--- config.mk ---
export PLATFORM = sky130hd
export DESIGN_NAME = free_list
export DESIGN_NICKNAME = d
export VERILOG_FILES = /design/src/rtl/free_list_pkg.sv /design/src/rtl/fl_way_compact.sv /design/src/rtl/free_list.sv
export SDC_FILE = /design/constraint.sdc
export NUM_CORES = 1
export LEC_CHECK = 0
export CAP_MARGIN = 0
export CORE_MARGIN = 8
export CORE_UTILIZATION = 53
export DETAILED_ROUTE_END_ITERATION = 10
export GPL_ROUTABILITY_DRIVEN = 0
export PLACE_DENSITY_LB_ADDON = 0.05
export SLEW_MARGIN = 15
export SYNTH_ARGS = -nofsm -noshare
export SYNTH_HDL_FRONTEND = slang
export SYNTH_SLANG_ARGS = --single-unit
--- constraint.sdc ---
create_clock -name clock -period 20.1 [get_ports clock]
set_input_delay 6.03 -clock clock [delete_from_list [all_inputs] [get_ports clock]]
set_output_delay 6.03 -clock clock [all_outputs]
set_load 0.01 [all_outputs]
--- src/rtl/free_list_pkg.sv ---
// ---------------------------------------------------------------------------
// free_list_pkg
//   Shared sizing constants and tag/pointer/count types for the physical
//   register free list. Imported by free_list and its testbench.
//   Contents:
//     N_WAY       superscalar width (dispatch and retire ways)
//     N_PHYS_REG  physical registers; tag 0 is the reserved "no tag"
//     N_ARCH_REG  architectural registers, mapped to tags 0..N_ARCH_REG-1
//                 out of reset
//     TAG_BITS    physical tag width
//     N_FL        free list depth (physical minus architectural)
//     PTR_BITS    head/tail pointer width
//     CNT_BITS    occupancy count width (must hold N_FL itself)
//     AVAIL_BITS  width of free_avail (holds 0..N_WAY)
//     RANK_BITS   width of a per-way prefix count (holds 0..N_WAY)
// ---------------------------------------------------------------------------
package free_list_pkg;

    localparam int N_WAY      = 2;
    localparam int N_PHYS_REG = 64;
    localparam int N_ARCH_REG = 32;
    localparam int TAG_BITS   = $clog2(N_PHYS_REG);
    localparam int N_FL       = N_PHYS_REG - N_ARCH_REG;
    localparam int PTR_BITS   = $clog2(N_FL);
    localparam int CNT_BITS   = $clog2(N_FL) + 1;
    localparam int AVAIL_BITS = $clog2(N_WAY) + 1;
    localparam int RANK_BITS  = $clog2(N_WAY + 1);

    typedef logic [TAG_BITS-1:0] tag_t;
    typedef logic [PTR_BITS-1:0] ptr_t;
    typedef logic [CNT_BITS-1:0] cnt_t;

    // Tag 0 means "no destination register" and is never recycled.
    localparam tag_t NULL_TAG = '0;

endpackage

--- src/rtl/fl_way_compact.sv ---
// ---------------------------------------------------------------------------
// fl_way_compact
//   Per-way prefix counter used to compact sparse per-way requests into
//   consecutive FIFO slots. For each way k, rank[k] is the number of
//   requesting ways strictly below k, so the k-th way's slot offset is
//   rank[k]. total is the number of requesting ways.
//   Used once for allocation requests and once for retire pushes.
//   Ports:
//     req    in   N_WAY               per-way request bits
//     rank   out  N_WAY x RANK_BITS   count of requests in lower ways
//     total  out  RANK_BITS           count of all requests
// ---------------------------------------------------------------------------
module fl_way_compact #(
    parameter int N_WAY     = 2,
    parameter int RANK_BITS = $clog2(N_WAY + 1)
) (
    input  logic [N_WAY-1:0]                req,
    output logic [N_WAY-1:0][RANK_BITS-1:0] rank,
    output logic [RANK_BITS-1:0]            total
);

    // Running sum across ways in ascending order; each way sees the sum
    // before its own bit is added.
    always_comb begin
        logic [RANK_BITS-1:0] acc;
        acc  = '0;
        rank = '0;
        for (int k = 0; k < N_WAY; k++) begin
            rank[k] = acc;
            acc     = acc + RANK_BITS'(req[k]);
        end
        total = acc;
    end

endmodule

--- src/rtl/free_list.sv ---
// ---------------------------------------------------------------------------
// free_list
//   Physical register free list for the out-of-order core. A circular FIFO
//   of free physical tags: ROB retirement pushes the old tag of each
//   retiring instruction at the tail, and rename/dispatch pops new
//   destination tags from the head, up to N_WAY per cycle in way order.
//   Ports:
//     clock         in   rising-edge core clock
//     reset         in   synchronous, active-low (0 = reset)
//     retire_valid  in   per-way ROB retire valid
//     retire_told   in   per-way old tag freed by retirement (way k at
//                        bits [k*TAG_BITS +: TAG_BITS]); tag 0 is ignored
//     alloc_req     in   per-way request for a new destination tag
//     alloc_valid   out  per-way grant this cycle
//     alloc_tag     out  per-way granted tag, 0 when not granted
//     free_avail    out  min(free_count, N_WAY), for dispatch stalling
//     free_count    out  number of tags currently held
//     overflow_err  out  sticky; a push was attempted with the list full
// ---------------------------------------------------------------------------
module free_list
    import free_list_pkg::*;
(
    input  logic                      clock,
    input  logic                      reset,
    input  logic [N_WAY-1:0]          retire_valid,
    input  logic [N_WAY*TAG_BITS-1:0] retire_told,
    input  logic [N_WAY-1:0]          alloc_req,
    output logic [N_WAY-1:0]          alloc_valid,
    output logic [N_WAY*TAG_BITS-1:0] alloc_tag,
    output logic [AVAIL_BITS-1:0]     free_avail,
    output logic [CNT_BITS-1:0]       free_count,
    output logic                      overflow_err
);

    tag_t entries [N_FL];
    ptr_t head;
    ptr_t tail;
    cnt_t count;
    logic err;

    logic [N_WAY-1:0]                push_req;
    logic [N_WAY-1:0]                grant;
    logic [N_WAY-1:0]                accept;
    logic [N_WAY-1:0][RANK_BITS-1:0] alloc_rank;
    logic [N_WAY-1:0][RANK_BITS-1:0] push_rank;
    logic [RANK_BITS-1:0]            req_total;
    logic [RANK_BITS-1:0]            push_total;

    cnt_t grant_total;
    cnt_t room;
    cnt_t push_count;
    logic over;

    // A retiring way only frees something when it carries a real tag.
    always_comb begin
        push_req = '0;
        for (int k = 0; k < N_WAY; k++) begin
            push_req[k] = retire_valid[k] &&
                          (retire_told[k*TAG_BITS +: TAG_BITS] != NULL_TAG);
        end
    end

    fl_way_compact #(
        .N_WAY     (N_WAY),
        .RANK_BITS (RANK_BITS)
    ) u_alloc_compact (
        .req   (alloc_req),
        .rank  (alloc_rank),
        .total (req_total)
    );

    fl_way_compact #(
        .N_WAY     (N_WAY),
        .RANK_BITS (RANK_BITS)
    ) u_push_compact (
        .req   (push_req),
        .rank  (push_rank),
        .total (push_total)
    );

    // Grants and pushes for this cycle. The requesting way with rank n is
    // served only while n < count, so grants = min(requests, count). Slots
    // popped this cycle are reusable by this cycle's pushes, which is why
    // room includes the grants; pushes beyond room are dropped from the
    // highest ways and flag the sticky error. Nothing is granted while
    // reset is held.
    always_comb begin
        grant       = '0;
        accept      = '0;
        grant_total = '0;
        if (reset) begin
            for (int k = 0; k < N_WAY; k++) begin
                grant[k] = alloc_req[k] && (cnt_t'(alloc_rank[k]) < count);
            end
            grant_total = (cnt_t'(req_total) < count) ? cnt_t'(req_total) : count;
        end
        room       = cnt_t'(N_FL) - count + grant_total;
        over       = cnt_t'(push_total) > room;
        push_count = over ? room : cnt_t'(push_total);
        for (int k = 0; k < N_WAY; k++) begin
            accept[k] = push_req[k] && (cnt_t'(push_rank[k]) < room);
        end
    end

    // FIFO state. Reset restores the initial free set N_ARCH_REG..N_PHYS_REG-1
    // and discards whatever was happening that cycle. Pointers are exactly
    // PTR_BITS wide, so wrap-around is the natural modulo of the adder.
    always_ff @(posedge clock) begin
        if (!reset) begin
            for (int i = 0; i < N_FL; i++) begin
                entries[i] <= tag_t'(N_ARCH_REG + i);
            end
            head  <= '0;
            tail  <= '0;
            count <= cnt_t'(N_FL);
            err   <= 1'b0;
        end else begin
            for (int k = 0; k < N_WAY; k++) begin
                if (accept[k]) begin
                    entries[tail + ptr_t'(push_rank[k])] <=
                        retire_told[k*TAG_BITS +: TAG_BITS];
                end
            end
            head  <= head + ptr_t'(grant_total);
            tail  <= tail + ptr_t'(push_count);
            count <= count - grant_total + push_count;
            err   <= err | over;
        end
    end

    // Granted tags are read straight from registered state; tags freed in
    // the same cycle only become visible after the edge.
    always_comb begin
        alloc_valid = grant;
        alloc_tag   = '0;
        for (int k = 0; k < N_WAY; k++) begin
            if (grant[k]) begin
                alloc_tag[k*TAG_BITS +: TAG_BITS] = entries[head + ptr_t'(alloc_rank[k])];
            end
        end
    end

    always_comb begin
        free_avail   = (count >= cnt_t'(N_WAY)) ? AVAIL_BITS'(N_WAY) : AVAIL_BITS'(count);
        free_count   = count;
        overflow_err = err;
    end

endmodule

Word level (Yosys, flattened, before mapping)
Memory sizes are Yosys's and may differ from the RTL's. A register that Yosys moved wholly into a read port is not among the register bits.
Index checks and enable logic that the tools add are counted.

storage, ports and cells
  memory bits (writable) = 192
  memories = 1
  register bits = 17
  input port bits = 18
  output and inout bits = 23
  logic and storage cells = 54

memory list
  memory   depth  bits a word  read ports  clocked after Yosys merged registers in  write ports  line             text
  entries  32     6            2           1                                        32           free_list.sv:35  tag_t entries [N_FL];

cells by class
  muxes and demuxes = 21
  add/subtract/negate cells = 10
  bitwise logic cells = 1
  reduce and logical (&&, ||, !) cells = 10
  $lt $le $gt $ge = 7

operator list
  cell                                                                         number
  6-bit two-way mux                                                            7
  5-bit two-way mux                                                            3
  6-bit adder                                                                  2
  1-bit by 6-bit less-than comparator with 1-bit output                        2
  1-bit by 6-bit less-than comparator with 1-bit output, first input constant  2
  6-bit nonzero test                                                           2
  6-bit OR reduction                                                           2
  5-bit by 1-bit adder with 5-bit output                                       2
  5-bit adder                                                                  2
  1-bit two-way mux                                                            9
  6-bit by 2-bit >= comparator with 1-bit output, second input constant        1
  2-bit by 6-bit > comparator with 1-bit output                                1
  1-bit logical AND                                                            6
  2-bit by 6-bit less-than comparator with 1-bit output                        1
  6-bit subtractor                                                             1
  6-bit subtractor, first input constant                                       1
  1-bit by 1-bit adder with 2-bit output                                       2
  2-bit two-way mux                                                            2
  1-bit OR                                                                     1

Longest topological paths before layout
Gate-level depths: netlist of run 1.

  word-level depth = 12
  gate-level depth with buffers = 26
  mapped depth without buffers = 26

By module
A second synthesis of run 1 with hierarchy kept.

second synthesis, totals
  cell total of the unflattened synthesis = 1395
  area, all modules = 16238.1 um^2

by module, submodules not included
  module          instances  sequential area each (um^2)  area each (um^2)  cells an instance
  free_list       1          6105.9                       16145.5           1383
  fl_way_compact  2          0.0                          46.3              6

Least setup slack after synthesis of run 1
No wires, ideal clock.

  path kind = input port to output port
  start point = in alloc_req[0]
  end point = out alloc_tag[10]
  required time = 14070 ps
  cell stages on the path = 8
  slack = 5859 ps
  arrival = 8211 ps
  path through = ha_1 -> ha_1 -> clkbuf_1 -> clkbuf_1 -> mux4_2 -> mux4_2 -> mux2i_1 -> nor2_1

between the ends
  cells in the longest elaborated chain, start to end = 4

ends and longest elaborated chain
  item                                                                       line              text
  start: declaration                                                         free_list.sv:27   input logic [N_WAY-1:0] alloc_req,
  parallel branches: the longest is 3 deep, another holds memory 32 x 6 bit  --
  6-bit two-way mux (*)                                                      free_list.sv:137  if (grant[k]) begin
  end: declaration                                                           free_list.sv:29   output logic [N_WAY*TAG_BITS-1:0] alloc_tag,

Every way passes the cells marked *.

Final worst setup path of run 1
  start point = in alloc_req[0]
  end point = out alloc_tag[11]

Same word-level chain as after synthesis.

==> run metrics, run 1 <==
status finished clean; worst path cell trace clkdlybuf4s50_1 -> ha_4 -> ha_2 -> mux4_2 -> mux4_2 -> mux2i_1 -> nor2_1 -> clkdlybuf4s50_1; setup TNS 0 ps; Placement Cell Area 16500 um^2; register area share after synthesis 0.385; Worst slew margin 0.187; worst hold path class register to register; Place WS 4250 ps; CP bufs+invs 2; Avg Cell Area, Syn 11.0 um^2; drt first pass iters 5; CP delay by family, top adder cells; Slowest-stage cell, CP ha_2; via count 13700; Util after Layout 0.585; clock slew seen by the registers of the worst setup and hold paths 60 ps; leakage 5.52 nW; initial antenna violation count 1; IR drop worst, VDD 0.000170 V; Worst R2R End free_count[5]; Worst R2R Start free_count[5]; Synth Register Bits 209; CTS H-tree depth 1; crit share post-route 0.791; worst path arrival time 9860 ps; Setup CP Type primary input to primary output; Detailed Route WL 62000 um; clk_lat worst skew 540 ps; chip width 189 um; leading cell types in the layout, fill and taps excluded 192 x edfxtp_1, 113 x a21oi_1, 102 x nand3_1; Post-synth EDFFs 192; n_diodes 0; final setup violating endpoints 0; vias per inst 7.61; RSZ-0062 raised after global routing false; DIE HEIGHT 189 um; core region area 29600 um^2; largest net degree at the start of global routing 186; fraction of layout instances using a drive strength above 1 0.194; CP required 14070 ps; Yosys warning total 0; wire per inst 34.3 um; startpoint types primary input; I/O pin count 41; fin. max-slew vios 0; commonest non-fill, non-tap cell in the layout edfxtp_1; CTS tree done; final critical path time including I/O delays and setup 15890 ps; vias in the first global route 12400; Initial Utilization 0.537; CP peak stage delay 1100 ps; GRT overflow 0; CTS Root Cell clkbuf_16; Detailed Place HPWL 43300 um; clock sink count 209; Critical Path End Type primary output; clk_skew 13.3 ps; post-CTS resize count 0; Num CTS Buffers 25; Setup crit start alloc_req[0]; area delta synth->final 8.84%; Longest Clk Path Bufs 3; post-synth cell types 71; Max Cap Viol 0; post-synth design cell area 15900 um^2; async set-reset flop share out of synthesis 0; fillers 2456; Reg2Reg Setup Slack 13840 ps; Setup Buffers After CTS 0; Die Footprint 35700 um^2; FF/Latch Area 6110 um^2; fmax 62.9 MHz; Post-Synthesis Cells 1442; number of port buffers 40; worst hold path cell count 1; multi-input logic area 9050 um^2; FF-to-FF path depth 22; row cnt 63; Worst Max-Slew Pin Slew 1210 ps; WP depth 8; first-pass GRT wire length 89800 um; Setup crit end alloc_tag[11]; final worst setup slack 4210 ps; GRT Util Overall 0.339; Final Power 0.00183 W; Residual DRC 0; Total Nets Final 1455; Final Hold Fails 0; pwr/cell area 106 nW/um^2; CP Max Fanout 48; Top FF cell, synth edfxtp_1; hold-fix buffers at CTS 0; Design Area, Final 17300 um^2; Antenna Nets Post-Route 0; initial DRC count 2826
[cell type report]
| type | count | share of cell area |
|---|---|---|
| clock inverter | 10 | 0.00717 |
| clock buffer | 35 | 0.0401 |
| timing repair buffer | 75 | 0.0388 |
| tap | 390 | 0.0282 |
| sequential | 209 | 0.354 |
| multi-input combinational | 1048 | 0.524 |
| inverter | 38 | 0.00826 |
[how the worst min path moves through the flow]
| stage | slack (ps) | end | startpoint |
|---|---|---|---|
| after CTS | 470 | overflow_err | overflow_err |
| after floorplan | 510 | overflow_err | overflow_err |
| final | 470 | overflow_err | overflow_err |
| after global routing | 490 | overflow_err | overflow_err |
| after global placement | 460 | overflow_err | overflow_err |
| after detailed placement | 460 | overflow_err | overflow_err |
[metrics by stage]
step,cells,hold WS (ps)
2_1_floorplan,1454,509
3_3_place_gp,1760,460
3_5_place_dp,1760,458
4_1_cts,1805,474
5_1_grt,1805,493
6_report,1805,471
[synth_stat cells, drive strengths merged (32+ instances only)]
cell      n  area share
edfxtp  192        0.36
a21oi   114       0.037
a211oi  103       0.049
nand3   102       0.032
clkbuf   97       0.023
mux2i    93       0.059
mux4     84        0.12
a31oi    73       0.029
nor2     63       0.015
buf      62       0.021
mux2     60       0.043
o211ai   45       0.026
inv      36      0.0085
ha       32       0.025
[state kept, by name, indices dropped and copies added (netlist names)]
register	flops
entries	192
free_count	6
head	5
tail	5
overflow_err	1
[cells by family after synthesis]
kind of cell / synth area share
AO/OA/AOI/OAI: 0.217
AND/OR/NAND/NOR: 0.0799
multiplexers: 0.220
flip-flops: 0.385
buffers and inverters: 0.0527
adder cells (fa/ha/maj): 0.0353
XOR/XNOR: 0.00993
other: 0.000473
[power by group]
group / internal, W / switching (W)
clock network: 0.000277 / 0.000186
logic: 0.000263 / 0.000521
registers: 0.000517 / 0.0000624
total: 0.00106 / 0.000769
[metal layers]
| layer | up-vias | GRT usage | wire length (um) |
|---|---|---|---|
| met4 | 2 | 0.103 | 2190 |
| met5 | - | 0 | 1 |
| met3 | 129 | 0.133 | 11200 |
| met1 | 6698 | 0.496 | 24000 |
| met2 | 1207 | 0.453 | 24600 |
| li1 | 5698 | - | - |
Power figures use the tool's default switching activity.
==> inputs of run 2 (changes only) <==
- clock period: 20.1 -> 12.93 ns (I/O delays scaled with it)
==> run 2 against run 1 <==
Clock power grew 44%. Design area shrank 0.18%. Core utilization decreased by 0.11 points. Via count is 0.10% higher. Cell count up 0.33%. Non-clock buffer count increased by 5. Critical path depth rose by 1. Worst setup slack worse by 2700 ps. Clock-buffer cell count shrank 4. Clock skew increased by 13 ps.
==> run metrics, run 2 (synthesized netlist as in run 1, its figures left out) <==
Num CTS Buffers 25; Worst Max-Slew Pin Slew 1090 ps; internal power 0.00159 W; CP peak stage delay 1000 ps; number of port buffers 40; row cnt 63; leakage 5.51 nW; sequential power share 0.322; RSZ-0062 raised after global routing false; vias per inst 7.59; Setup CP Type primary input to primary output; sw frac 0.429; Slowest-stage cell, CP ha_2; setup TNS 0 ps; CTS tree done; Worst slew margin 0.272; I/O pin count 41; wire per inst 34.1 um; Max Cap Viol 0; final critical path time including I/O delays and setup 11440 ps; fmax 87.4 MHz; post-CTS resize count 0; largest register by flop count entries; worst path cell trace clkdlybuf4s50_1 -> ha_4 -> ha_2 -> buf_4 -> mux4_2 -> mux4_2 -> mux2i_1 -> nor2_1 -> clkdlybuf4s50_1; Detailed Route WL 61700 um; drt first pass iters 6; commonest non-fill, non-tap cell in the layout edfxtp_1; area delta synth->final 8.65%; Total Nets Final 1460; initial DRC count 2601; clock slew seen by the registers of the worst setup and hold paths 60 ps; CP required 9050 ps; via count 13700; part of the power in combinational logic 0.440; first-pass GRT wire length 89000 um; hold-fix buffers at CTS 0; startpoint types primary input; clk_skew 25.9 ps; core region area 29600 um^2; Setup Buffers After CTS 0; CTS H-tree depth 1; Switch Pwr 0.00120 W; Final Hold Fails 0; Detailed Place HPWL 43300 um; Longest Clk Path Bufs 3; clock share of power 0.238; clock sink count 209; status finished clean; leading cell types in the layout, fill and taps excluded 192 x edfxtp_1, 113 x a21oi_1, 102 x nand3_1; initial antenna violation count 1; GRT overflow 0; chip width 189 um; largest net degree at the start of global routing 87; fin. max-slew vios 0; CP Max Fanout 41; pwr/cell area 162 nW/um^2; CTS Root Cell clkbuf_16; IR drop worst, VDD 0.000137 V; vias in the first global route 12500; DIE HEIGHT 189 um; GRT Util Overall 0.336; Critical Path End Type primary output; Util after Layout 0.583; Die Footprint 35700 um^2; clk_lat worst skew 550 ps; fraction of layout instances using a drive strength above 1 0.196; crit share post-route 0.885; worst path arrival time 7570 ps; Initial Utilization 0.537; Residual DRC 0; Antenna Nets Post-Route 0; worst hold path class register to register; final setup violating endpoints 0; max FFs per register 192
==> run 2: cell count changes in the layout (fill, tap and decap cells not counted) <==
cell | previous run | this run
clkinv_2 | 3 | 7
clkbuf_1 | 7 | 6
a211oi_4 | 0 | 1
clkinv_1 | 5 | 6
diode_2 | 0 | 2
buf_4 | 34 | 39
clkbuf_8 | 3 | 0
bufinv_16 | 3 | 1
a211oi_2 | 2 | 1
==> run 2: stage by stage <==
stage	setup slack (ps)	hold WS [ps]	instance area, um^2	power (W)	std cells
CTS	1510	477	17200	0.00274	1809
global route	1400	520	17200	0.00288	1809
finish	1490	471	17200	0.00279	1811
detailed placement	1500	460	16500	0.00210	1765
global placement	1610	457	16500	0.00208	1765
floorplan	2990	509	15900	0.00172	1454
==> run 2: worst max-delay path: cells and delay by family <==
kind          cells  cell delay [ps]
buf+inv           3             1390
simple gates      1               60
mux               3              970
fa+ha+maj         2             1250
==> run 2: path summary, 6_finish.rpt <==
| check | start | end | slack (ps) | depth (start not counted) |
|---|---|---|---|---|
| worst max-delay path | alloc_req[0] | alloc_tag[7] | 1490 | 9 |
| worst min-delay path | overflow_err | overflow_err | 470 | 1 |
| worst max register to register | free_count[5] | free_count[5] | 6650 | 22 |
| worst min register to register | overflow_err | overflow_err | 470 | 1 |
==> run 2: final cells by class <==
type | count | area [um^2]
fill | 2515 | 12300
clock inverter | 13 | 87.6
sequential | 209 | 6110
timing repair buffer | 80 | 708
inverter | 38 | 143
tap | 390 | 488
multi-input combinational | 1048 | 9060
antenna | 2 | 5.00
clock buffer | 31 | 648
==> run 2: power groups by stage <==
stage / Combinational (W) / Sequential, W / Clock [W]
after detailed placement: 0.00119 / 0.000904 / 0
after floorplan: 0.000878 / 0.000844 / 0
after global routing: 0.00129 / 0.000902 / 0.000686
final: 0.00123 / 0.000899 / 0.000666
after global placement: 0.00117 / 0.000904 / 0
after CTS: 0.00120 / 0.000890 / 0.000658
==> run 2: metal layers <==
layer | vias up | track usage | part of all wire
li1 | 5698 | - | -
met1 | 6709 | 0.484 | 0.39
met2 | 1187 | 0.460 | 0.40
met3 | 152 | 0.126 | 0.17
met4 | 2 | 0.106 | 0.038
met5 | - | 0 | 0.0013
